<file path="config.mk">
export PLATFORM = sky130hd
export DESIGN_NAME = pipo_universal_shift_reg
export DESIGN_NICKNAME = d
export VERILOG_FILES = /design/src/rtl/pipo_universal_shift_reg_pkg.sv /design/src/rtl/pipo_universal_shift_reg_burst_ctrl.sv /design/src/rtl/pipo_universal_shift_reg.sv
export SDC_FILE = /design/constraint.sdc
export NUM_CORES = 1
export LEC_CHECK = 0
export ABC_AREA = 0
export CORE_MARGIN = 4
export CORE_UTILIZATION = 31
export DETAILED_ROUTE_END_ITERATION = 12
export HOLD_SLACK_MARGIN = 0.02
export MAX_ROUTING_LAYER = met4
export PLACE_DENSITY = 0.56
export SYNTH_ARGS = -nofsm -noshare
export SYNTH_HDL_FRONTEND = slang
export SYNTH_SLANG_ARGS = --single-unit
export TNS_END_PERCENT = 1
</file>
<file path="constraint.sdc">
create_clock -name clock -period 4.3 [get_ports clock]
set_input_delay 0.645 -clock clock [delete_from_list [all_inputs] [get_ports clock]]
set_output_delay 0.645 -clock clock [all_outputs]
set_load 0.1 [all_outputs]
</file>
<file path="src/rtl/pipo_universal_shift_reg_pkg.sv">
// Shared mode and burst-state encodings for the universal shift register.
package pipo_pkg;

  typedef enum logic [2:0] {
    HOLD = 3'd0,
    LOAD = 3'd1,
    SHL  = 3'd2,
    SHR  = 3'd3,
    ROL  = 3'd4,
    ROR  = 3'd5
  } shift_mode_t;

  typedef enum logic {
    IDLE  = 1'b0,
    SHIFT = 1'b1
  } ser_state_t;

endpackage

</file>
<file path="src/rtl/pipo_universal_shift_reg_burst_ctrl.sv">
// Burst serialiser control: IDLE/SHIFT FSM, bit counter, busy/done status.
module pipo_burst_ctrl
  import pipo_pkg::*;
#(
  parameter int WIDTH = 8
) (
  input  logic clock,
  input  logic clear_n,
  input  logic sync_clear,
  input  logic start,
  output logic shift_en,
  output logic load_en,
  output logic busy,
  output logic done
);

  localparam int CW = (WIDTH > 2) ? $clog2(WIDTH) : 1;
  localparam logic [CW-1:0] LAST = CW'(WIDTH - 1);

  ser_state_t    state, state_nxt;
  logic [CW-1:0] count, count_nxt;
  logic          done_nxt;

  always_ff @(posedge clock or negedge clear_n) begin
    if (!clear_n) begin
      state <= IDLE;
      count <= '0;
      done  <= 1'b0;
    end else begin
      state <= state_nxt;
      count <= count_nxt;
      done  <= done_nxt;
    end
  end

  always_comb begin
    state_nxt = state;
    count_nxt = count;
    done_nxt  = 1'b0;
    if (sync_clear) begin
      state_nxt = IDLE;
      count_nxt = '0;
    end else begin
      case (state)
        IDLE: if (start) begin
          state_nxt = SHIFT;
          count_nxt = '0;
        end
        SHIFT: if (count == LAST) begin
          state_nxt = IDLE;
          done_nxt  = 1'b1;
        end else begin
          count_nxt = count + 1'b1;
        end
        default: state_nxt = IDLE;
      endcase
    end
  end

  assign busy     = (state == SHIFT);
  assign shift_en = (state == SHIFT) && !sync_clear;
  assign load_en  = (state == IDLE) && start && !sync_clear;

endmodule

</file>
<file path="src/rtl/pipo_universal_shift_reg.sv">
// WIDTH-bit universal shift register with a burst serialiser on ser_out.
module pipo_universal_shift_reg
  import pipo_pkg::*;
#(
  parameter int               WIDTH     = 8,
  parameter bit               MSB_FIRST = 1'b1,
  parameter logic [WIDTH-1:0] CLEAR_VAL = '0
) (
  input  logic             clock,
  input  logic             clear_n,
  input  logic             sync_clear,
  input  logic [2:0]       mode,
  input  logic [WIDTH-1:0] data_in,
  input  logic             ser_in_lsb,
  input  logic             ser_in_msb,
  input  logic             start,
  output logic [WIDTH-1:0] out,
  output logic             ser_out,
  output logic             busy,
  output logic             done
);

  logic             shift_en, load_en;
  logic [WIDTH-1:0] burst_shift;

  pipo_burst_ctrl #(.WIDTH(WIDTH)) u_ctrl (
    .clock      (clock),
    .clear_n    (clear_n),
    .sync_clear (sync_clear),
    .start      (start),
    .shift_en   (shift_en),
    .load_en    (load_en),
    .busy       (busy),
    .done       (done)
  );

  // Burst direction is fixed at elaboration; fill comes from the trailing side.
  assign burst_shift = MSB_FIRST ? {out[WIDTH-2:0], ser_in_lsb}
                                 : {ser_in_msb, out[WIDTH-1:1]};

  always_ff @(posedge clock or negedge clear_n) begin
    if (!clear_n) begin
      out <= CLEAR_VAL;
    end else if (sync_clear) begin
      out <= CLEAR_VAL;
    end else if (shift_en) begin
      out <= burst_shift;
    end else if (load_en) begin
      out <= data_in;
    end else begin
      case (shift_mode_t'(mode))
        LOAD:    out <= data_in;
        SHL:     out <= {out[WIDTH-2:0], ser_in_lsb};
        SHR:     out <= {ser_in_msb, out[WIDTH-1:1]};
        ROL:     out <= {out[WIDTH-2:0], out[WIDTH-1]};
        ROR:     out <= {out[0], out[WIDTH-1:1]};
        default: out <= out;
      endcase
    end
  end

  assign ser_out = MSB_FIRST ? out[WIDTH-1] : out[0];

endmodule

</file>
==> qor.yml <==
synthesis:
  yosysWarnings: 0
  synth_area_per_cell_sq_um: 9.97
  ys_ff_latch: 13
  synthesis.nets: 107
  ys_seq_area_share_pct: 37.1
  async_flop_share_pct: 100
  synth_top_area_cell: "dfrtp_1"
  synth_edf_count: 0
  synth_area_leaders: "dfrtp_1 (37%), o2bb2ai_1 (5.0%), o32ai_1 (5.0%), mux2_2 (3.9%), o21ai_0 (3.4%)"
  synth_area_sq_um: 877
  netlist_instances: 88
  synth_cell_types: 35
  netlist.area_leader.share_pct: 37.1
  ys_dominant_reg_cell: "dfrtp_1"
cells_and_area:
  nNetsFinal: 133
  final_common_cell: "clkdlybuf4s50_1"
  antenna_cells: 0
  final_cell_mix: "clkdlybuf4s50_1 (27), dfrtp_1 (13), nor2_1 (7), o21ai_0 (6)"
  drive_gt1_share_pct: 11.5
  fin_util_pct: 42.7
  fin_cells: 144
  area_growth_pct: 33.0
  design_area_sq_um: 1170
detailed_routing:
  drc: 0
  wire_per_inst_um: 15.2
  via_per_inst: 5.30
  drt_iter0_drc: 40
  drt_first_pass_iters: 4
  ant_nets: 0
  wl_mm: 2.20
  vias: 763
sta:
  setup_viol: 0
  finalMaxSlewViolations: 0
  finClkSkew_ns: 0.000856
  final_hold_viol_count: 0
  fin_crit_ns: 2.90
  fmax_mhz: 345
  setup_tns_ns: 0
  grt_setup_unrepaired: "false"
  tightest_slew_ns: 0.981
  min_period_over_period_pct: 67.4
  slew_headroom_pct: 34.4
power_and_ir_drop:
  ir_drop_mv: 0.211
  p_per_area_nw_per_um2: 329
  swShare_pct: 43.4
  p_clk_share_pct: 20.0
  p_int_mw: 0.217
  p_comb_share_pct: 41.9
  power_switching_mw: 0.167
  power_mw: 0.384
  leakagePower_nw: 0.451
  seqPwrFrac_pct: 38.2
worst_setup_path:
  cp-startpoint: "u_ctrl.busy"
  r2r_cells: 4
  path_class: "register to primary output"
  worstPathRequired_ns: 3.65
  cpPeakStageDelay_ns: 1.25
  cp-endpoint: "busy"
  rr_startpoint: "u_ctrl.busy"
  crit_arrival_ns: 2.25
  crit_chain: "clkdlybuf4s50_1"
  critPathTopFamily: "buffers and inverters"
  timing.rr.end: "out[6]"
  cp_max_fo: 21
  path_depth: 1
  path_buf_inv: 1
  critPathCaptureType: "primary output"
  setup.worst_path.start_class: "register"
  slowest_stage: "clkdlybuf4s50_1"
  r2r_slack_ns: 2.46
placed_design:
  dp_hpwl_mm: 1.69
  place_area_sq_um: 1140
  gp_congestion: 0.813
  dp.cells: 140
  io_buffers: 27
global_route:
  grt_pass1_wl_mm: 3.66
  grt_use_total_pct: 13.4
  antenna_found_initial: 0
  grt_remaining_overflow: 0
  first_global_vias: 789
  grt_max_degree: 22
clock_network:
  cts_buffers: 3
  cts_resized: 0
  cts_max_level: 1
  cts_buffer_depth: 2
  clkLatencyLatePin_ns: 0.28
  cts.clk_slew.worst_paths_ns: 0.08
  cts_hold_buf: 0
  numClockSinks: 13
  cts-root-buf: "clkbuf_4"
  cts_tree: "yes"
  post_cts_buffers: 0
floorplan:
  die_h_um: 61.2
  pin_count: 28
  die_width_um: 61.2
  core_sq_um: 2730
  dieArea_sq_um: 3740
  initial_core_util_pct: 32.1
  rows: 19
job:
  maxCapViolCount: 0
run_status:
  status: "finished clean"
hold_path:
  hp-class: "register to register"
-- power by group through the flow --
stage / logic (mW) / clock network, mW / registers (mW)
after floorplan: 0.0553 / 0 / 0.208
after global placement: 0.161 / 0 / 0.149
after detailed placement: 0.161 / 0 / 0.149
after CTS: 0.162 / 0.0821 / 0.146
after global routing: 0.170 / 0.0864 / 0.148
final: 0.161 / 0.0766 / 0.146
-- final cells by class --
type | count | area (sq um)
inverter | 3 | 11.3
tap | 31 | 38.8
multi-input combinational | 66 | 493
clock buffer | 3 | 22.5
fill | 278 | 1570
clock inverter | 1 | 5.00
timing repair buffer | 27 | 270
sequential | 13 | 325
-- metrics by stage --
| stage | setup slack [ns] | hold WS (ns) |
|---|---|---|
| 4_1_cts | 1.39 | 0.550 |
| 5_1_grt | 1.30 | 0.578 |
| 3_5_place_dp | 1.68 | 0.528 |
| 6_report | 1.40 | 0.548 |
| 2_1_floorplan | 2.29 | 0.349 |
| 3_3_place_gp | 1.70 | 0.539 |
-- flip-flops by register name, indices dropped and copies added, names as in the netlist --
signal / count
out: 8
u_ctrl.done: 1
u_ctrl.busy: 1
u_ctrl.count: 3
-- worst min-delay path by stage --
| stage | from | depth (start not counted) | end |
|---|---|---|---|
| after floorplan | clear_n | 0 | out[0] |
| after global placement | out[2] | 1 | out[2] |
| after detailed placement | out[2] | 1 | out[2] |
| after CTS | out[2] | 1 | out[2] |
| after global routing | out[2] | 1 | out[2] |
| final | out[2] | 1 | out[2] |
-- cell families after synthesis --
logic type	after synthesis	share of synthesized area (%)
compound gates	35	30.8
xor+xnor	1	3.14
fa+ha+maj	2	2.85
buf+inv	9	6.70
flops	13	37.1
mux	4	5.14
simple gates	24	14.3
-- layer usage --
metal / track usage, % / up-vias / wire length [um]
li1: - / 391 / -
met1: 17.5 / 348 / 1020
met2: 20.7 / 20 / 1010
met3: 2.94 / 4 / 114
met4: 4.33 / 0 / 51
met5: - / - / 0
-- Yosys cell counts, types with 2 or more instances --
| library cell | n |
|---|---|
| a21oi_1 | 2 |
| a22oi_1 | 2 |
| a31oi_1 | 2 |
| buf_2 | 2 |
| dfrtp_1 | 13 |
| ha_1 | 2 |
| inv_1 | 3 |
| mux2_2 | 3 |
| nand2_1 | 5 |
| nand2b_1 | 4 |
| nand3b_1 | 2 |
| nor2_1 | 7 |
| nor3_1 | 2 |
| o211ai_1 | 4 |
| o21ai_0 | 6 |
| o2bb2ai_1 | 5 |
| o311ai_0 | 2 |
| o32ai_1 | 5 |
Power figures use the tool's default switching activity.
